`config.mk`:
```
export PLATFORM = sky130hd
export DESIGN_NAME = rx_baud_gen
export DESIGN_NICKNAME = d
export VERILOG_FILES = /design/src/rtl/uart_pkg.sv /design/src/rtl/rx_sync2.sv /design/src/rtl/rx_baud_gen.sv
export SDC_FILE = /design/constraint.sdc
export NUM_CORES = 1
export LEC_CHECK = 0
export ABC_CLOCK_PERIOD_IN_PS = 3300
export BUFFER_PORTS_ARGS = -buffer_cell sky130_fd_sc_hd__buf_2
export CORE_MARGIN = 2
export CORE_UTILIZATION = 48
export CTS_BUF_LIST = sky130_fd_sc_hd__clkbuf_4 sky130_fd_sc_hd__clkbuf_8 sky130_fd_sc_hd__clkbuf_16
export CTS_CLUSTER_SIZE = 12
export DETAILED_ROUTE_END_ITERATION = 12
export PLACE_DENSITY = 0.68
export SYNTH_ARGS = -nofsm -noshare
export SYNTH_HDL_FRONTEND = slang
export SYNTH_HIERARCHICAL = 1
export SYNTH_SLANG_ARGS = --single-unit
```
`constraint.sdc`:
```
create_clock -name clk -period 3.3 [get_ports clk]
set_input_delay 0.165 -clock clk [delete_from_list [all_inputs] [get_ports clk]]
set_output_delay 0.165 -clock clk [all_outputs]
set_load 0.02 [all_outputs]
```
`src/rtl/uart_pkg.sv`:
```
// Shared UART receive definitions: FSM state encoding and default frame geometry.
package uart_pkg;

  localparam int BAUD_W     = 20;
  localparam int MIN_BAUD   = 15;
  localparam int FRAME_BITS = 10;

  typedef enum logic [1:0] {
    IDLE  = 2'd0,
    START = 2'd1,
    RUN   = 2'd2,
    DONE  = 2'd3
  } rx_state_t;

endpackage

```
`src/rtl/rx_sync2.sv`:
```
// Two-flop synchroniser for the asynchronous serial line; resets to the idle-high level.
module rx_sync2 (
  input  logic clk,
  input  logic rst,
  input  logic d,
  output logic q
);

  logic meta_reg;
  logic sync_reg;

  always_ff @(posedge clk or negedge rst) begin
    if (!rst) begin
      meta_reg <= 1'b1;
      sync_reg <= 1'b1;
    end else begin
      meta_reg <= d;
      sync_reg <= meta_reg;
    end
  end

  assign q = sync_reg;

endmodule

```
`src/rtl/rx_baud_gen.sv`:
```
// UART receive timing: start-bit detection, frame window, mid-bit sample strobes
// and stop-bit framing check.
module rx_baud_gen #(
  parameter int BAUD_W     = uart_pkg::BAUD_W,
  parameter int MIN_BAUD   = uart_pkg::MIN_BAUD,
  parameter int FRAME_BITS = uart_pkg::FRAME_BITS
) (
  input  logic              clk,
  input  logic              rst,
  input  logic              sel,
  input  logic [BAUD_W-1:0] baud,
  input  logic              rx,
  output logic              rx_en,
  output logic              baud_clk,
  output logic              rx_bit,
  output logic              rx_done,
  output logic              frame_err
);

  import uart_pkg::*;

  localparam int K_W = $clog2(FRAME_BITS + 1);

  rx_state_t         state_reg;
  logic [BAUD_W-1:0] cnt_reg;
  logic [BAUD_W-1:0] baud_q_reg;
  logic [K_W-1:0]    k_reg;
  logic              rx_s;
  logic              rx_q_reg;
  logic              rx_en_reg;
  logic              baud_clk_reg;
  logic              rx_bit_reg;
  logic              rx_done_reg;
  logic              frame_err_reg;
  logic              fall;
  logic              baud_ok;
  logic              cnt_zero;

  rx_sync2 u_sync (
    .clk (clk),
    .rst (rst),
    .d   (rx),
    .q   (rx_s)
  );

  // Edge-register stage: one extra cycle of history for falling-edge detection.
  always_ff @(posedge clk or negedge rst) begin
    if (!rst) begin
      rx_q_reg <= 1'b1;
    end else begin
      rx_q_reg <= rx_s;
    end
  end

  assign fall     = rx_q_reg & ~rx_s;
  assign baud_ok  = (baud >= BAUD_W'(MIN_BAUD));
  assign cnt_zero = (cnt_reg == '0);

  always_ff @(posedge clk or negedge rst) begin
    if (!rst) begin
      state_reg     <= IDLE;
      cnt_reg       <= '0;
      baud_q_reg    <= '0;
      k_reg         <= '0;
      rx_en_reg     <= 1'b0;
      baud_clk_reg  <= 1'b0;
      rx_bit_reg    <= 1'b1;
      rx_done_reg   <= 1'b0;
      frame_err_reg <= 1'b0;
    end else begin
      baud_clk_reg <= 1'b0;
      rx_done_reg  <= 1'b0;
      if (!sel) begin
        // Standby abandons any frame in progress; the last sampled bit is kept.
        state_reg     <= IDLE;
        rx_en_reg     <= 1'b0;
        frame_err_reg <= 1'b0;
      end else begin
        case (state_reg)
          IDLE: begin
            if (fall && baud_ok) begin
              cnt_reg    <= (baud >> 1) - BAUD_W'(1);
              baud_q_reg <= baud;
              k_reg      <= '0;
              rx_en_reg  <= 1'b1;
              state_reg  <= START;
            end
          end
          START: begin
            if (cnt_zero) begin
              if (rx_s) begin
                // Line back high at the half-bit point: a glitch, not a start bit.
                rx_en_reg <= 1'b0;
                state_reg <= IDLE;
              end else begin
                baud_clk_reg <= 1'b1;
                rx_bit_reg   <= 1'b0;
                k_reg        <= K_W'(1);
                cnt_reg      <= baud_q_reg - BAUD_W'(1);
                state_reg    <= RUN;
              end
            end else begin
              cnt_reg <= cnt_reg - BAUD_W'(1);
            end
          end
          RUN: begin
            if (cnt_zero) begin
              baud_clk_reg <= 1'b1;
              rx_bit_reg   <= rx_s;
              k_reg        <= k_reg + K_W'(1);
              cnt_reg      <= baud_q_reg - BAUD_W'(1);
              if (k_reg == K_W'(FRAME_BITS - 1)) begin
                frame_err_reg <= ~rx_s;
                rx_en_reg     <= 1'b0;
                rx_done_reg   <= 1'b1;
                state_reg     <= DONE;
              end
            end else begin
              cnt_reg <= cnt_reg - BAUD_W'(1);
            end
          end
          DONE: begin
            state_reg <= IDLE;
          end
          default: begin
            state_reg <= IDLE;
          end
        endcase
      end
    end
  end

  assign rx_en     = rx_en_reg;
  assign baud_clk  = baud_clk_reg;
  assign rx_bit    = rx_bit_reg;
  assign rx_done   = rx_done_reg;
  assign frame_err = frame_err_reg;

endmodule
```
==> reports/metrics.cfg, run 1 <==
[cts]
cts_resized = 0
clock_latency_ns = 0.31
clk_pin_slew_ns = 0.10
cts_buffers = 5
cts_tree = yes
cts_sinks = 54
post_cts_buffers = 0
holdBufCountCts = 2
htreeDepth = 2
clock-root-buffer = clkbuf_8
clockBufferDepth = 2

[flow_run]
maxCapViolations = 0

[setup_path]
cp.arrival_ns = 3.25
cp_cell_sequence = inv_1 > ha_1 > buf_4 > nor2b_1 > nand3_1 > a21oi_4 > nand4_4 > or4_4 > nor4_1 > nor3_1
critical_path.max_stage_delay_ns = 0.57
ff2ff_path_depth = 10
slowest_stage = or4_4
cp_max_fo = 9
required_ns = 3.50
end_kind = flop
crit_type = reg -> reg
startpoint_type = flop

[timing]
slew_viol_final = 0
hold_viol_final = 0
max_clock_freq_mhz = 327.5
finalSetupViolCount = 0
worst_pin_slew_ns = 0.8998
maxSlewHeadroom = 0.3969
layout_setup_ws_ns = 0.2463
tns_ns = 0
grt_setup_unrepaired = false
fin_worst_skew_ns = 0.007168
period_needed_ns = 3.054
min_period_over_period = 0.9254

[floorplanning]
die_x_microns = 86.99
rows = 30
dieArea_sq_um = 7566
core_area_sq_um = 6719
die_h_microns = 86.99
io_pins = 29
start_util = 0.4920

[global_routing]
grt_usage = 0.2256
grt_max_degree = 39
grt_pass1_vias = 2786
antenna_found_initial = 0
grt_overflow = 0
grt_pass1_wl_microns = 13400

[routing]
finalWirelength_microns = 8012
vias = 2898
drt_iter0_drc = 206
route.antenna.remaining_nets = 0
viasPerCell = 6.101
drt-pass1-iter-count = 5
route.detailed.drc = 0
wl_per_cell_microns = 16.87

[synth]
syn-num-nets = 395
yosysSeqAreaShare = 0.4103
synthCells = 364
ys_seq_elements = 54
ys_types = 57
synth_area_sq_um = 3306
syn_area_per_cell_sq_um = 9.082
async_flop_share = 1.000
synthFlopType = dfrtp_1
synth-edff-count = 0
yosys_warnings = 6

[power_and_ir_drop]
p_leak_uw = 0.001502
p_per_area_nw_per_um2 = 743.5
p_total_uw = 2732
irDropWorstVdd_mv = 0.2962

[cells_and_area]
area_growth_pct = 11.17
final_layout_size_suffix_gt1_frac = 0.2101
finalNetCount = 425
antennaDiodeCount = 0
fillers = 617

[outcome]
outcome = complete, no violations

[hold_path]
whs_path_depth = 2
hold_path.class = in -> reg

[placed_design]
gp_congestion = 0.9297
place_ws_ns = 0.3099
io_buffers = 28
dp.final_hpwl_microns = 5886

-- area by class of cell --
type                            instances  area, sq um  area share
Sequential cell                        54         1356      0.3691
Clock inverter                          3        40.04     0.01090
Clock buffer                            5        68.82     0.01873
Tap cell                               80        100.1     0.02724
Timing Repair Buffer                   43        257.7     0.07014
Inverter                               10        37.54     0.01021
Multi-Input combinational cell        280         1814      0.4937
-- power by group --
part	internal, uW	switching, uW	leakage [uW]	total (uW)
registers	892	241	0.000668	1130
logic	518	639	0.000776	1160
clock network	224	219	0.0000579	443
-- final timing paths --
kind,start,endpoint,slack [ns]
setup reg to reg,state_reg[0],cnt_reg[19],0.25
hold / removal,baud[19],baud_q_reg[19],0.13
setup / recovery,state_reg[0],cnt_reg[19],0.25
hold reg to reg,u_sync/meta_reg,u_sync/q,0.36
max in group asynchronous,rst,baud_q_reg[12],2.04
min in group asynchronous,rst,rx_en,0.50
-- cell usage after synthesis, types with 8 or more instances --
cell,n,area share
nor2_1,28,0.032
a21oi_1,26,0.039
nand3_1,8,0.012
xnor2_1,8,0.021
o21ai_1,11,0.017
o21ai_0,24,0.036
mux2_2,21,0.072
and2_1,9,0.017
nor3_1,13,0.020
nand2_1,39,0.044
dfrtp_1,50,0.38
inv_1,10,0.011
clkbuf_1,12,0.014
nor4_1,11,0.021
-- cell families (layout without fill, tap and decap cells) --
group           after synthesis  in the layout  synth area share
buf+inv                      30             61           0.04428
simple gates                137            137            0.2120
xor+xnor                     15             15           0.03974
flops                        54             54            0.4103
compound gates               98             98            0.1896
fa+ha+maj                     7              7           0.02649
mux                          23             23           0.07759
-- through the flow --
stage | hold WS [ns] | util | instance area (sq um) | instances
2_1_floorplan | -0.1306 | - | 3306 | 364
3_3_place_gp | 0.2740 | 0.5277 | 3546 | 465
3_5_place_dp | 0.2721 | 0.5277 | 3546 | 465
4_1_cts | 0.1120 | 0.5469 | 3675 | 475
5_1_grt | 0.1236 | 0.5469 | 3675 | 475
6_report | 0.1253 | 0.5469 | 3675 | 475
-- cell usage in the layout (no fill, tap or decap), types with 2 or more instances in the layout --
master	Yosys	final
a221oi_1	5	5
mux2i_1	2	2
and3_1	2	2
mux2_2	21	21
nor2b_1	5	5
buf_2	3	28
nor4_1	11	10
o22ai_1	3	3
inv_1	10	10
ha_1	7	7
dfstp_2	4	4
dfrtp_1	50	50
o211ai_1	2	2
nor2_1	28	28
nand2_1	39	39
a221o_1	4	4
a41oi_1	2	2
and2_1	9	9
nand3_1	8	8
a22oi_1	2	2
nor3b_1	4	4
a21oi_1	26	26
clkinv_2	0	2
nand4_1	7	7
xnor2_1	8	8
o21ai_0	24	24
buf_4	2	13
clkbuf_8	0	5
nor4_2	1	2
o21bai_1	2	2
o21ai_1	11	11
or3_1	4	4
dlygate4sd3_1	0	2
nor3_1	13	12
xor2_1	7	7
-- layer usage --
metal  GRT usage  vias to the layer above  wire length, microns
li1            -                     1391                     -
met2      0.3602                       93                  3694
met4     0.08239                        0                   142
met3     0.04360                       16                   415
met1      0.3045                     1398                  3759
met5           0                        -                     0
-- critical path: cells and delay by family (launching register included) --
kind / cells / cell delay (ns)
simple gates: 6 / 1.45
fa+ha+maj: 1 / 0.48
flops: 1 / 0.44
buf+inv: 2 / 0.33
compound gates: 1 / 0.24
Power figures use the tool's default switching activity.
==> run 2: changes to the inputs <==
- ABC_AREA: unset -> 0
- PLACE_DENSITY: 0.68 -> 0.66
==> reports/metrics.cfg, run 2 (synthesis gave the netlist of run 1 again) <==
[outcome]
outcome = complete, no violations

[cts]
cts_resized = 0  ; unchanged
cts_sinks = 54  ; unchanged
clockBufferDepth = 2  ; unchanged
clock-root-buffer = clkbuf_8
clock_latency_ns = 0.30  ; about the same
cts_tree = yes
cts_buffers = 5  ; unchanged
clk_pin_slew_ns = 0.09  ; about the same
htreeDepth = 2  ; unchanged

[cells_and_area]
fillers = 614  ; -0.49%
final_cell_mix = dfrtp_1 (50), nand2_1 (39), nor2_1 (28), buf_2 (28), a21oi_1 (26)
antennaDiodeCount = 0  ; unchanged
area_growth_pct = 10.18
layout_commonest_cell = dfrtp_1
post-route-util = 0.5421  ; -0.004841
finalNonFillerCells = 470  ; -1.1%
finalNetCount = 421  ; -0.94%
final_layout_size_suffix_gt1_frac = 0.2026  ; -0.007562

[routing]
route.antenna.remaining_nets = 0  ; unchanged
route.detailed.drc = 0  ; unchanged
vias = 2919  ; +0.72%
finalWirelength_microns = 8082  ; +0.87%
drt-pass1-iter-count = 5  ; unchanged
viasPerCell = 6.211  ; +1.8%
wl_per_cell_microns = 17.20  ; +1.9%
drt_iter0_drc = 248  ; +20%

[timing]
fin_worst_skew_ns = 0.006940  ; -0.0002279 ns
finalSetupViolCount = 0  ; unchanged
slew_viol_final = 0  ; unchanged
max_clock_freq_mhz = 340.1  ; +3.9%
maxSlewHeadroom = 0.3590  ; -0.03784
worst_pin_slew_ns = 0.9615  ; +0.06166 ns
grt_setup_unrepaired = false
hold_viol_final = 0  ; unchanged
tns_ns = 0  ; unchanged
period_needed_ns = 2.940  ; -0.1136 ns
min_period_over_period = 0.8910  ; -0.03442
layout_setup_ws_ns = 0.3598  ; +0.1136 ns

[setup_path]
required_ns = 3.49  ; about the same
cp_top_family = simple AND/OR/NAND/NOR gates
startpoint_type = flop
cp.arrival_ns = 3.13  ; -0.12 ns
slowest_stage = or4_4
cp_max_fo = 49  ; +40
critical_path.max_stage_delay_ns = 0.56  ; about the same
end_kind = flop
cp_cell_sequence = inv_1 > ha_1 > buf_12 > nor4_2 > nand2_1 > a21oi_4 > nand4_4 > or4_4 > nor4_1 > nor3_1
crit_type = reg -> reg
path_buf_inv = 2  ; unchanged
worstSetupStartpoint = state_reg[0]
crit-reg2reg-launch = state_reg[0]

[global_routing]
antenna_found_initial = 0  ; unchanged
grt_usage = 0.2305  ; +0.004949
grt_overflow = 0  ; unchanged
grt_pass1_vias = 2794  ; +0.29%
grt_max_degree = 50  ; +28%
grt_pass1_wl_microns = 13810  ; +3.0%

[floorplanning]
start_util = 0.4920  ; unchanged
die_x_microns = 86.99  ; unchanged
die_h_microns = 86.99  ; unchanged
dieArea_sq_um = 7566  ; unchanged
core_area_sq_um = 6719  ; unchanged
rows = 30  ; unchanged
io_pins = 29  ; unchanged

[flow_run]
maxCapViolations = 0  ; unchanged

[power_and_ir_drop]
p_per_area_nw_per_um2 = 731.6  ; -1.6%
p_leak_uw = 0.001478  ; -1.6%
irDropWorstVdd_mv = 0.3741  ; +26%

[placed_design]
dp.cells = 462  ; -0.65%
dp.final_hpwl_microns = 5854  ; -0.53%
place_ws_ns = 0.3929  ; +0.08303 ns
io_buffers = 28  ; unchanged
gp_congestion = 0.9233  ; -0.69%

[hold_path]
hold_path.class = in -> async

-- run 2: layer usage --
layer  GRT usage  vias up  share of wire
met3     0.03602       13          0.060
li1            -     1379              -
met4     0.06676        0          0.012
met1      0.3271     1421           0.47
met5           0        -              0
met2      0.3643      106           0.46
-- run 2: power breakdown --
group	leakage (uW)	switching [uW]	internal (uW)
Sequential	0.000668	242	892
Combinational	0.000766	643	519
Clock	0.0000452	205	163
-- run 2: final timing paths --
kind	endpoint	slack, ns	depth (start not counted)
min in group clk	baud_q_reg[19]	0.13	2
max reg2reg	cnt_reg[19]	0.36	10
max in group asynchronous	cnt_reg[9]	2.57	2
min reg2reg	u_sync/q	0.37	0
min	baud_q_reg[3]	0.01	1
max	cnt_reg[19]	0.36	10
-- run 2: final cells by class --
| cell class | instances | area (sq um) | share of cell area |
|---|---|---|---|
| multi-input cells | 280 | 1814 | 0.4981 |
| flip-flops and latches | 54 | 1356 | 0.3724 |
| repair buffers | 39 | 250.2 | 0.06870 |
| well taps | 80 | 100.1 | 0.02748 |
| clock buffers | 7 | 83.83 | 0.02302 |
| inverters | 10 | 37.54 | 0.01031 |
-- run 2: stage by stage --
stage	cell area (sq um)	power, uW	hold slack, ns
floorplan	3306	1935	-0.1306
detailed placement	3548	2294	0.2716
global route	3642	2882	0.07852
finish	3642	2665	0.01052
CTS	3642	2670	0.04302
global placement	3548	2264	0.2725
-- run 2: timing repair --
action,CTS,global route
hold endpoints to repair,1,0
setup buffers,0,0
hold buffers,1,0
